$ cat src/rtl/uart_tx_fifo.sv
// Transmit FIFO and frame launcher feeding the uart transmitter.
// Buffers host bytes and launches one frame per tx_done_tick.
module uart_tx_fifo #(
  parameter int unsigned DATA_BITS = 8,
  parameter int unsigned ADDR_BITS = 4
) (
  input  logic                 clk,
  input  logic                 reset,
  input  logic                 wr,
  input  logic [DATA_BITS-1:0] w_data,
  input  logic                 tx_en,
  input  logic                 clr_ovf,
  input  logic                 tx_done_tick,
  output logic                 full,
  output logic                 empty,
  output logic [ADDR_BITS:0]   count,
  output logic                 overflow,
  output logic                 tx_start,
  output logic [DATA_BITS-1:0] tx_din,
  output logic                 busy
);

  localparam int unsigned DEPTH = 1 << ADDR_BITS;
  localparam int unsigned CW    = ADDR_BITS + 1;

  typedef enum logic {
    S_IDLE,
    S_WAIT
  } state_t;

  state_t state_q, state_d;

  logic [DATA_BITS-1:0] mem [DEPTH];
  logic [ADDR_BITS-1:0] wptr_q, rptr_q;
  logic [CW-1:0]        count_d;
  logic                 push, drop, pop;

  assign push    = wr & ~full;
  assign drop    = wr & full;
  assign count_d = count + CW'(push) - CW'(pop);

  // State register
  always_ff @(posedge clk) begin
    if (reset) state_q <= S_IDLE;
    else       state_q <= state_d;
  end

  // Next state and pop decision; a done tick with data queued relaunches directly
  always_comb begin
    state_d = state_q;
    pop     = 1'b0;
    case (state_q)
      S_IDLE: begin
        if (tx_en && !empty) begin
          pop     = 1'b1;
          state_d = S_WAIT;
        end
      end
      S_WAIT: begin
        if (tx_done_tick) begin
          if (tx_en && !empty) pop = 1'b1;
          else                 state_d = S_IDLE;
        end
      end
    endcase
  end

  // Storage array; contents are discarded on reset through the pointers
  always_ff @(posedge clk) begin
    if (push) mem[wptr_q] <= w_data;
  end

  // Pointers, occupancy flags and the launch outputs
  always_ff @(posedge clk) begin
    if (reset) begin
      wptr_q   <= '0;
      rptr_q   <= '0;
      count    <= '0;
      full     <= 1'b0;
      empty    <= 1'b1;
      overflow <= 1'b0;
      tx_start <= 1'b0;
      tx_din   <= '0;
      busy     <= 1'b0;
    end else begin
      if (push) wptr_q <= wptr_q + ADDR_BITS'(1);
      if (pop)  rptr_q <= rptr_q + ADDR_BITS'(1);
      count <= count_d;
      full  <= (count_d == CW'(DEPTH));
      empty <= (count_d == '0);
      // A dropped write wins over a simultaneous clear
      if (drop)         overflow <= 1'b1;
      else if (clr_ovf) overflow <= 1'b0;
      tx_start <= pop;
      if (pop) tx_din <= mem[rptr_q];
      busy <= (state_d == S_WAIT);
    end
  end

endmodule
$ cat config.mk
export PLATFORM = sky130hd
export DESIGN_NAME = uart_tx_fifo
export DESIGN_NICKNAME = d
export VERILOG_FILES = /design/src/rtl/uart_tx_fifo.sv
export SDC_FILE = /design/constraint.sdc
export NUM_CORES = 1
export LEC_CHECK = 0
export ABC_AREA = 1
export CAP_MARGIN = 0
export CORE_ASPECT_RATIO = 0.6
export CORE_MARGIN = 2
export CORE_UTILIZATION = 54
export DETAILED_ROUTE_END_ITERATION = 7
export GPL_TIMING_DRIVEN = 0
export HOLD_SLACK_MARGIN = 0.03
export PLACE_DENSITY = 0.75
export REMOVE_ABC_BUFFERS = 1
export SLEW_MARGIN = 20
export SYNTH_ARGS = -nofsm -noshare
export SYNTH_HDL_FRONTEND = slang
export SYNTH_SLANG_ARGS = --single-unit
$ cat constraint.sdc
create_clock -name clk -period 2 [get_ports clk]
set_input_delay 0.2 -clock clk [delete_from_list [all_inputs] [get_ports clk]]
set_output_delay 0.2 -clock clk [all_outputs]
set_load 0.005 [all_outputs]
Word-level counts from Yosys, hierarchy flattened
Memories as Yosys holds them, arrays and structs flattened. A register that Yosys moved wholly into a read port is not among the register bits. Index checks and enable logic that the tools add are counted.

Add/sub/neg operators: 4. Multipliers: 0. Div/mod/pow operators: 0. $lt $le $gt $ge: 0. Eq/ne operators: 1. Shifts and indexed selects: 0. Multiplexer cells: 9. Bitwise gates (word level): 4. Reductions and logical operators: 4.

Operators with widths (count): $add 4x1->4 const B (2); $mux 1 (7); $add 5x1->5 (1); $eq 5x5->1 const B (1); $logic_not 5->1 (1); $sub 5x1->5 (1); $pmux 1 s2 (2); $and 1x1->1 (2); $not 1->1 (2); $reduce_bool 2->1 (1); $logic_and 1x1->1 (1); $logic_not 1->1 (1).

Register bits: 18. Latch bits: 0. Memory bits (writable): 128. ROM bits: 0. Bits of input ports: 14. Output and inout bits: 18. Logic and storage cells: 31. Memories: 1.

Memory list: mem (words 16, width 8, read ports 1, clocked after memory_dff 1, write ports 1, RTL line 33) `logic [DATA_BITS-1:0] mem [DEPTH];`.

Depth between registers and ports, before layout
Depth in word-level cells: 7. Gate-level depth with buffers: 14. Mapped depth without buffers: 13.

Worst setup path after synthesis
Ideal clock, no wire load.

Path kind: reg-to-reg. Start: register empty. End: register empty. Arrival: 2.137 ns. Data required time: 1.930 ns. Path slack: -0.207 ns. Cell stages (with the launch flop): 14. Buffers on the path: 1. Clock period less this slack: 2.207 ns. Cells stage by stage: dfxtp_1 > nor2_1 > nand2_1 > inv_2 > buf_2 > ha_1 > inv_1 > ha_1 > inv_1 > fa_1 > o21ai_1 > xor2_1 > nor2_1 > a21oi_1.

Word-level cells in the longest chain between the ends: 7.

Ends and longest elaborated chain: start: declaration (RTL line 15) `output logic empty,`; start signal: assignment (RTL line 90) `empty <= (count_d == '0);`; $logic_not 1->1 * (RTL line 54, 61); $logic_and 1x1->1 * (RTL line 54, 61); $mux 1 * (RTL line 54, 61); $mux 1 (RTL line 60) `if (tx_done_tick) begin`; $pmux 1 s2 * (RTL line 52) `case (state_q)`; net pop (RTL line 36) `logic push, drop, pop;`; $sub 5x1->5 * (RTL line 40) `assign count_d = count + CW'(push) - CW'(pop);`; $logic_not 5->1 * (RTL line 90).

Mark *: on every way through the listed nets, which the timed path passes. The rest lies on a longest branch. A chain may end at the register's enable or synchronous reset.

==> impl_metrics.yaml <==
cts:
  cts-root-buf: "clkbuf_16"
  tritoncts: "yes"
  cts_hold_buffers: 0
  cts_sinks: 154
  path_clk_slew_ns: 0.06
  clk_latency_ns: 0.43
  cts_buffers: 17
  clk_path_buf_depth: 2
  htreeDepth: 4
worst_setup_path:
  crit_buf_inv: 3
  crit_path_end_kind: "flop"
  cp.depth: 12
  path_class: "reg -> reg"
  crit_start: "busy"
  r2r-end: "full"
  cp_max_fo: 2
  critPathCapture: "full"
  worstReg2RegStart: "busy"
  r2r_slack_ns: -0.05
  rr_worst_depth: 12
  cp_top_family: "adder cells"
  crit_slowest_cell: "fa_2"
  slowest_delay_ns: 0.36
  critPathLaunchType: "flop"
  cp.arrival_ns: 2.32
  crit_required_ns: 2.27
  path_cells: "nand2_2 -> nand2_4 -> clkinv_4 -> ha_4 -> inv_2 -> ha_4 -> inv_2 -> fa_2 -> xnor2_1 -> nor2_2 -> nand2_1 -> nor3_1"
power:
  seq_power_share: 0.435
  power_per_cell_area_mw_per_mm2: 1160
  finalPower_mw: 8.97
  power.static_leakage_nw: 3.15
  pwr-share-comb: 0.223
  p_sw_mw: 2.68
  cell_internal_pwr_mw: 6.29
  p_sw_frac: 0.299
  ir_drop_v: 0.000714
  clock_power_share: 0.342
drt:
  avgRoutedWirePerCell_um: 17.3
  ant_nets: 0
  dr.pass1.iters: 5
  vias: 4618
  via_per_inst: 5.25
  drt_iter0_markers: 478
  totalWireLength_um: 15200
  drc: 0
synth:
  yosys_warnings: 0
  syn_inst: 673
  synthSimpleGateAreaFrac: 0.221
  synth_compound_area_frac: 0.0120
  syn_avg_cell_area_um2: 9.94
  synth_xor_area_frac: 0.00524
  synth-adder-area-share: 0.0217
  synth-seq-area-share: 0.652
  ys_ff_latch: 154
  ys_types: 23
  synth_area_mm2: 0.00669
  synth_top_family_by_area: "simple AND/OR/NAND/NOR gates"
  muxShareOfSynthArea: 0
sta:
  rsz0062_at_grt: "yes"
  fmax_mhz: 488
  fin_hold_ws_ns: 0.405
  fin_crit_ns: 2.05
  tightest_slew_ns: 0.972
  fin_skew_ns: 0.0103
  slew_headroom: 0.350
  setup_viol_count_final: 2
  period_share: 1.02
  finalMaxSlewViolations: 0
  fin_ws_ns: -0.0494
  finalHoldViolCount: 0
global_routing:
  grt_pass1_vias: 4416
  grt.overflow.total: 0
  grt_pass1_wl_um: 23500
  antenna_found_initial: 0
  track_usage: 0.241
  grt_start_max_net_pins: 66
place:
  globalplace.congestion: 0.836
  dpl.hpwl_um: 8800
  port_buffers: 31
  placed_area_mm2: 0.00702
  place_ws_ns: -0.980
hold_path:
  hold_path.class: "in -> reg"
layout:
  syn_to_final_growth_pct: 15.4
  final_util: 0.640
  drive_gt1_frac: 0.140
  diodes: 0
  fillers: 933
  multi_input_area_mm2: 0.00181
  seq_area_mm2: 0.00437
  fin_nets: 726
  fin_area_mm2: 0.00772
floorplanning:
  rows: 31
  die_y_um: 90.2
  design.portCount: 32
  die_x_um: 148
  die-area_mm2: 0.0133
  start_util: 0.555
  core_mm2: 0.0121
flow_run:
  maxCapViolCount: 0
status:
  outcome: "finished with violations"
  violations: "negative setup slack"
[cell type report]
type | count | area share
timing repair buffer | 37 | 0.0493
tap | 165 | 0.0268
sequential | 154 | 0.567
clock buffer | 18 | 0.0556
clock inverter | 14 | 0.0169
multi-input combinational | 392 | 0.234
inverter | 98 | 0.0501
timing repair inverter | 1 | 0.000486
[registers in the layout (all words and copies together), names as in the netlist]
| signal | flops |
|---|---|
| busy | 1 |
| tx_din | 8 |
| rptr_q | 4 |
| overflow | 1 |
| empty | 1 |
| tx_start | 1 |
| full | 1 |
| count | 5 |
| wptr_q | 4 |
| mem | 128 |
[logic make-up (layout without fill, tap and decap cells)]
logic type / Yosys count / in the layout
buffers and inverters: 127 / 168
XOR/XNOR: 4 / 4
AO/OA/AOI/OAI: 16 / 16
adder cells (fa/ha/maj): 11 / 11
flip-flops: 154 / 154
AND/OR/NAND/NOR: 361 / 361
[synth_stat cells, drive strengths merged]
| cell | count | area share |
|---|---|---|
| nand3 | 93 | 0.070 |
| clkinv | 6 | 0.0043 |
| clkbuf | 5 | 0.0028 |
| edfxtp | 128 | 0.57 |
| nand2 | 221 | 0.12 |
| dfxtp | 26 | 0.078 |
| nor2 | 44 | 0.025 |
| ha | 10 | 0.019 |
| inv | 92 | 0.052 |
| o21ai | 5 | 0.0037 |
| buf | 24 | 0.029 |
| fa | 1 | 0.0030 |
| xor2 | 3 | 0.0039 |
| nor3 | 2 | 0.0015 |
| xnor2 | 1 | 0.0013 |
| nor4 | 1 | 0.00094 |
| a21oi | 11 | 0.0082 |
[worst min-delay path by stage]
| stage | start | end | slack [ns] | cells past startpoint |
|---|---|---|---|---|
| 6_report | wr | overflow | 0.40 | 3 |
| 5_1_grt | wr | overflow | 0.45 | 3 |
| 4_1_cts | tx_en | busy | 0.40 | 5 |
| 3_5_place_dp | overflow | overflow | 0.45 | 2 |
| 3_3_place_gp | overflow | overflow | 0.45 | 2 |
| 2_1_floorplan | reset | count[1] | 0.27 | 1 |
[tightest hold or removal path: stages]
cell and delay, ns:
clkdlybuf4s50_1 0.44, nand2_1 0.07, a21oi_1 0.06
[per-layer routing]
layer / routed length [um] / share of wire / GRT usage
met3: 1710 / 0.11 / 0.0670
met4: 333 / 0.022 / 0.0921
met1: 6370 / 0.42 / 0.341
met2: 6810 / 0.45 / 0.357
met5: 0 / 0 / 0
[cell usage in the layout, fill, tap and decap left out, types with 2 or more instances in the layout]
cell / netlist / routed
inv_1: 52 / 50
xor2_1: 3 / 3
clkbuf_16: 0 / 17
a21oi_1: 11 / 11
nor2_1: 43 / 37
ha_1: 10 / 8
inv_2: 40 / 40
o21ai_1: 4 / 3
inv_6: 0 / 2
clkinv_1: 1 / 5
nor3_1: 2 / 2
dfxtp_2: 0 / 4
clkinvlp_4: 0 / 3
buf_12: 0 / 2
nand2_2: 0 / 2
buf_4: 0 / 4
bufinv_16: 0 / 2
nor2_4: 0 / 2
dfxtp_1: 26 / 21
clkinv_4: 0 / 2
nand3_1: 93 / 93
ha_4: 0 / 2
edfxtp_1: 128 / 128
clkdlybuf4s50_1: 0 / 31
clkinv_2: 5 / 8
nand2_1: 221 / 218
nor2_2: 1 / 5
[stage by stage]
stage / instances / setup TNS [ns]
after detailed placement: 841 / -41.64
after CTS: 879 / -0.0750
after floorplan: 644 / -7.51
final: 879 / -0.0953
after global placement: 840 / -57.60
after global routing: 879 / -0.336
[what timing repair did]
item	4_1_cts	5_1_grt
hold endpoints to repair	0	0
resized for setup	15	13
endpoints found under the setup margin	43	29
buffers inserted	5	0
pin swaps	8	3
cloned	1	0
[power by group through the flow]
stage	logic, mW	clock network (mW)	registers, mW
6_report	2.00	3.07	3.91
3_3_place_gp	1.66	0	4.01
4_1_cts	1.94	3.08	3.90
3_5_place_dp	1.74	0	3.99
5_1_grt	2.22	3.23	3.93
2_1_floorplan	1.06	0	3.95
(Power assumes the default switching activity.)
